<file path="src/rtl/lab3_sched_pkg.sv">
// Shared types and default sizes for the round-robin tick scheduler.
package lab3_sched_pkg;

  localparam int unsigned NREQ_DEF = 4;
  localparam int unsigned PW_DEF   = 8;
  localparam int unsigned CW_DEF   = 8;

  typedef enum logic [1:0] {
    StIdle,
    StLoad,
    StRun,
    StDone
  } sched_state_t;

endpackage

</file>
<file path="src/rtl/tick_prescaler.sv">
// Prescale counter: pulses tick one clock after pc reaches psc, then restarts from zero.
module tick_prescaler #(
  parameter int unsigned PW = 8
) (
  input  logic          clk,
  input  logic          reset,
  input  logic          clr,
  input  logic          en,
  input  logic [PW-1:0] psc,
  output logic          wrap,
  output logic          tick
);

  logic [PW-1:0] pc_q, pc_d;
  logic          tick_q, tick_d;

  // wrap is the same-cycle terminal-count strobe the scheduler uses to step its tick budget
  assign wrap = en && (pc_q == psc);

  always_comb begin
    pc_d   = pc_q;
    tick_d = 1'b0;
    if (clr) begin
      pc_d = '0;
    end else if (en) begin
      if (wrap) begin
        pc_d   = '0;
        tick_d = 1'b1;
      end else begin
        pc_d = pc_q + PW'(1);
      end
    end
  end

  always_ff @(posedge clk or negedge reset) begin
    if (!reset) begin
      pc_q   <= '0;
      tick_q <= 1'b0;
    end else begin
      pc_q   <= pc_d;
      tick_q <= tick_d;
    end
  end

  assign tick = tick_q;

endmodule

</file>
<file path="src/rtl/lab3_tick_sched.sv">
// Round-robin owner of one shared prescaled tick counter; runs one delay job at a time.
module lab3_tick_sched
  import lab3_sched_pkg::*;
#(
  parameter int unsigned NREQ = NREQ_DEF,
  parameter int unsigned PW   = PW_DEF,
  parameter int unsigned CW   = CW_DEF
) (
  input  logic               clk,
  input  logic               reset,
  input  logic [NREQ-1:0]    req,
  input  logic [NREQ*PW-1:0] psc_in,
  input  logic [NREQ*CW-1:0] cnt_in,
  input  logic               abort,
  output logic [NREQ-1:0]    grant,
  output logic [NREQ-1:0]    done,
  output logic               tick,
  output logic               busy
);

  localparam int unsigned IW = $clog2(NREQ);

  sched_state_t    state_q, state_d;
  logic [NREQ-1:0] grant_q, grant_d, done_q, done_d, pick_oh;
  logic [IW-1:0]   owner_q, owner_d, last_q, last_d, pick_idx, cand;
  logic [PW-1:0]   psc_q, psc_d, psc_sel;
  logic [CW-1:0]   rem_q, rem_d, cnt_sel;
  logic            busy_q, pick_vld, pre_clr, pre_en, pre_wrap;

  // Search starts just past the last owner so every requester gets a turn.
  always_comb begin
    pick_vld = 1'b0;
    pick_idx = '0;
    cand     = '0;
    for (int unsigned i = 1; i <= NREQ; i++) begin
      cand = IW'((32'(last_q) + i) % NREQ);
      if (!pick_vld && req[cand]) begin
        pick_vld = 1'b1;
        pick_idx = cand;
      end
    end
  end

  assign pick_oh = NREQ'(1) << pick_idx;

  always_comb begin
    psc_sel = '0;
    cnt_sel = '0;
    for (int unsigned i = 0; i < NREQ; i++) begin
      if (owner_q == IW'(i)) begin
        psc_sel = psc_in[i*PW +: PW];
        cnt_sel = cnt_in[i*CW +: CW];
      end
    end
  end

  always_comb begin
    state_d = state_q;
    grant_d = grant_q;
    done_d  = '0;
    owner_d = owner_q;
    last_d  = last_q;
    psc_d   = psc_q;
    rem_d   = rem_q;
    pre_clr = 1'b0;
    pre_en  = 1'b0;
    unique case (state_q)
      StIdle: begin
        if (pick_vld) begin
          grant_d = pick_oh;
          owner_d = pick_idx;
          state_d = StLoad;
        end
      end
      StLoad: begin
        pre_clr = 1'b1;
        if (abort) begin
          grant_d = '0;
          last_d  = owner_q;
          state_d = StIdle;
        end else begin
          psc_d = psc_sel;
          rem_d = cnt_sel;
          if (cnt_sel == '0) begin
            done_d  = grant_q;
            state_d = StDone;
          end else begin
            state_d = StRun;
          end
        end
      end
      StRun: begin
        if (abort) begin
          // Abort beats a coinciding final tick: no tick, no done.
          pre_clr = 1'b1;
          grant_d = '0;
          last_d  = owner_q;
          state_d = StIdle;
        end else begin
          pre_en = 1'b1;
          if (pre_wrap) begin
            rem_d = rem_q - CW'(1);
            if (rem_q == CW'(1)) begin
              done_d  = grant_q;
              state_d = StDone;
            end
          end
        end
      end
      StDone: begin
        grant_d = '0;
        last_d  = owner_q;
        state_d = StIdle;
      end
      default: state_d = StIdle;
    endcase
  end

  always_ff @(posedge clk or negedge reset) begin
    if (!reset) begin
      state_q <= StIdle;
      grant_q <= '0;
      done_q  <= '0;
      owner_q <= '0;
      last_q  <= IW'(NREQ - 1);
      psc_q   <= '0;
      rem_q   <= '0;
      busy_q  <= 1'b0;
    end else begin
      state_q <= state_d;
      grant_q <= grant_d;
      done_q  <= done_d;
      owner_q <= owner_d;
      last_q  <= last_d;
      psc_q   <= psc_d;
      rem_q   <= rem_d;
      busy_q  <= (state_d != StIdle);
    end
  end

  tick_prescaler #(
    .PW (PW)
  ) u_prescaler (
    .clk   (clk),
    .reset (reset),
    .clr   (pre_clr),
    .en    (pre_en),
    .psc   (psc_q),
    .wrap  (pre_wrap),
    .tick  (tick)
  );

  assign grant = grant_q;
  assign done  = done_q;
  assign busy  = busy_q;

endmodule

</file>
<file path="config.mk">
export PLATFORM = sky130hd
export DESIGN_NAME = lab3_tick_sched
export DESIGN_NICKNAME = d
export VERILOG_FILES = /design/src/rtl/lab3_sched_pkg.sv /design/src/rtl/tick_prescaler.sv /design/src/rtl/lab3_tick_sched.sv
export SDC_FILE = /design/constraint.sdc
export NUM_CORES = 1
export LEC_CHECK = 0
export BUFFER_PORTS_ARGS = -buffer_cell sky130_fd_sc_hd__buf_2
export CORE_ASPECT_RATIO = 0.75
export CORE_MARGIN = 5
export CORE_UTILIZATION = 55
export DETAILED_ROUTE_END_ITERATION = 6
export PLACE_DENSITY = 0.93
export SETUP_SLACK_MARGIN = 0.1
export SYNTH_ARGS = -nofsm -noshare
export SYNTH_HDL_FRONTEND = slang
export SYNTH_SLANG_ARGS = --single-unit
</file>
<file path="constraint.sdc">
create_clock -name clk -period 3.17 [get_ports clk]
set_input_delay 0.1585 -clock clk [delete_from_list [all_inputs] [get_ports clk]]
set_output_delay 0.1585 -clock clk [all_outputs]
set_load 0.01 [all_outputs]
</file>
==> impl_results.md <==
- Placer Congestion: 0.8755
- Signed area change from the synthesized netlist to the final layout: 21.31%
- Placeable core area: roughly 4500 um2
- Ys flop type: dfrtp_1
- Antenna Diode Count: 0
- Final-report max-slew violation count: 0
- Max-capacitance violation count: 0
- Kind of start point of the critical path: register
- Post-Syn Area: 2560 um2
- Achievable frequency: 393.5 MHz
- Least-Margin Pin Slew: about 1.2 ns
- LEAKAGE: approximately 1.5 nW
- Fin Hold WS: -0.01996 ns
- Final clock period utilization by the worst path: around four fifths
- Violated checks: negative hold slack
- Total number of H-tree levels: 2
- Count of flip-flops with a built-in enable after synthesis: 0
- Critical Path Sink Type: register
- Number of top-level pins: 81
- Gate family responsible for the most delay along the worst path: simple AND/OR/NAND/NOR gates
- Number of antenna violations at the first check in global routing: 0
- Headroom to the max-slew limit: about 22%
- Setup_tns: 0 ns
- Post-synthesis register bit count: 40
- Setup slack after placement: ~0.66 ns
- Vias in the first global route: between 2000 and 2500
- Clock tree from TritonCTS: yes
- Count of buffer and inverter cells on the critical path: 0
- Final Net Count: approximately 420
- Layout cells sized above 1: approximately a third
- Count of port buffers added during placement: 80
- Number of buffers created by CTS: 5
- Worst Path Class, Setup: reg2reg
- Startpoint of the lowest-slack register-to-register path: owner_q[1]
- Clock latency of the later-clocked register in the worst-skew pair: ~0.29 ns
- Path depth of the worst reg2reg path: 5
- Detailed Route WL: around 6500 um
- Number of core rows: 21
- Worst vdd rail ir drop: between 0.4 and 0.5 mV
- Synth Net Count: 338
- Run status: finished, violations left
- Setup Viol. Count Final: 0
- Gate Count Post-Synth: about 260
- Largest stage delay, worst path: between 0.8 and 0.9 ns
- Total gr overflow: 0
- Per-cell routed wire length: about 16 um
- Number of library cell types mapped by synthesis: 47
- Root Driver: clkbuf_8
- Detail-routed via count per cell: between 5 and 6
- Setup ws final: roughly 0.63 ns
- Wire length of the first global-routing pass: approximately 11000 um
- Async set-or-reset flop fraction in the synthesized netlist: 100.0%
- Chain of cells forming the critical path: mux4_2 > or4_4 > a2111oi_4 > or2_1 > and3_1
- Post-layout total power: around 2.5 mW
- Die width: between 80 and 90 um
- Register-to-Register Setup Slack: ~0.63 ns
- Reg clk slew, reported paths: about 0.07 ns
- Maximum clock insertion buffer count: 2
- Initial DRC Count: ~220
- Critical path fanouts, max: 21
- Fillers: 330
- Setup crit start: owner_q[1]
- Total vias in the final route: 2359
- Class of the tightest hold or removal check: in2async
- Total global-route track usage: 22.41%
- CTS Sinks: 40
- Half-perimeter wire length after placement: around 5200 um
- Die Footprint: ~6100 um2
- Post-CTS Setup Bufs: 0
- Pwr per Cell Area: 815.0 nW/um2
- Post-route antenna net violation count: 0
- Warnings, synthesis: 0
- Capture point of the worst reg-to-reg path: done[2]
- Tmin final: about 2.5 ns
- Pin count of the biggest net entering global routing: between 40 and 50
- Post-Route Skew: ~0.0048 ns
- DRC viols: 0
- Top cells by area, synth: dfrtp_1 37%, mux4_2 13%, nand2_1 6.2%
- Arrival @ worst endpoint: ~2.8 ns
- Slowest cell on the critical path: dfrtp_1
- Number of buffers inserted by hold repair at cts: 0
- Post-synthesis cell type with the largest combined area: dfrtp_1
- Fin. Hold Viols: 38
- Critical path data required time: about 3.4 ns
- Syn_area_per_cell: slightly below 10 um2
- Unrepaired setup endpoints after global routing: false
- Proportion of netlist area held by the largest area contributor: between 30% and 40%
- Die extent in y: between 60 and 70 um
- Starting density of the core: 56.98%
- Drt first pass iters: 5
- Post_cts resized: 0
- Sequential share of the synthesized area: about two fifths
## synth_stat cells, types with 2 or more instances
cell type  number
nand2b_1        5
o21ai_1        12
mux2i_1         2
nor3_1          5
a21oi_1        10
nor2_1         20
o22a_1          6
a41oi_1         2
a31oi_1         5
inv_1          12
dfrtp_1        38
xnor2_1         2
nor2b_1         6
nand3_1         7
o21ai_0         2
ha_1            8
a211oi_1        2
nor4_1          2
buf_1           2
nand4_1         2
and3_1          5
xor2_1          8
o22ai_1         2
mux2_2          4
a22o_1          3
a21o_1          2
clkbuf_1        5
mux4_2         15
and2_1          3
and4_1          2
nand2_1        42
o221ai_1        2
dfstp_2         2
## logic make-up after synthesis
kind of cell             share of synthesized area [%]
flip-flops                                       39.20
buffers and inverters                            3.421
AO/OA/AOI/OAI                                    14.76
AND/OR/NAND/NOR                                  19.55
multiplexers                                     15.74
adder cells (fa/ha/maj)                          3.910
XOR/XNOR                                         3.422
## final cells by class
class                           instances  area (um2)  share of cell area [%]
Clock inverter                          1       7.507                  0.2417
Inverter                               12       45.04                   1.450
Clock buffer                            7       86.33                   2.780
Sequential cell                        40        1003                   32.31
Multi-Input combinational cell        198        1469                   47.30
Timing Repair Buffer                   83       422.9                   13.62
Tap cell                               57       71.32                   2.297
## stage by stage
stage | cells | util, % | cell area [um2]
after floorplan | 259 | - | 2560
after global placement | 390 | 67.03 | 3012
after detailed placement | 390 | 67.03 | 3012
after CTS | 398 | 69.12 | 3105
after global routing | 398 | 69.12 | 3105
final | 398 | 69.12 | 3105
## worst max path at each step
stage / endpoint / cells past startpoint
2_1_floorplan: done[0] / 6
3_3_place_gp: done[0] / 5
3_5_place_dp: done[2] / 5
4_1_cts: done[2] / 5
5_1_grt: rem_q[2] / 7
6_report: done[2] / 5
## state kept, by name, summed over array words and instances (netlist names)
register / flops
busy: 1
done: 4
grant: 4
last_q: 2
owner_q: 2
psc_q: 8
rem_q: 8
state_q: 2
u_prescaler.pc_q: 8
u_prescaler.tick: 1
## power by group
part	total (mW)	internal [mW]	switching [mW]	leakage, nW
Sequential	0.925	0.699	0.225	0.508
Combinational	1.26	0.595	0.660	0.938
Clock	0.351	0.177	0.174	0.0445
## cell usage in the layout (no fill, tap or decap), types with 4 or more instances in the layout
cell type / synthesis / final
nor2_1: 20 / 20
xor2_1: 8 / 8
nor3_1: 5 / 5
and3_1: 5 / 5
dfrtp_1: 38 / 38
mux4_2: 15 / 15
nand2b_1: 5 / 5
a31oi_1: 5 / 5
nand3_1: 7 / 7
inv_1: 12 / 12
clkbuf_8: 0 / 6
nand2_1: 42 / 42
o21ai_1: 12 / 12
buf_2: 1 / 80
mux2_2: 4 / 4
o22a_1: 6 / 6
ha_1: 8 / 8
nor2b_1: 6 / 6
a21oi_1: 10 / 10
## routing by layer
metal / GRT usage, % / vias to the layer above / part of all wire (%)
met5: 0 / - / 0
met4: 5.034 / 0 / 1.5
met3: 5.000 / 13 / 7.4
met2: 34.84 / 105 / 49
li1: - / 1103 / -
met1: 31.90 / 1138 / 42
Power figures use the tool's default switching activity.
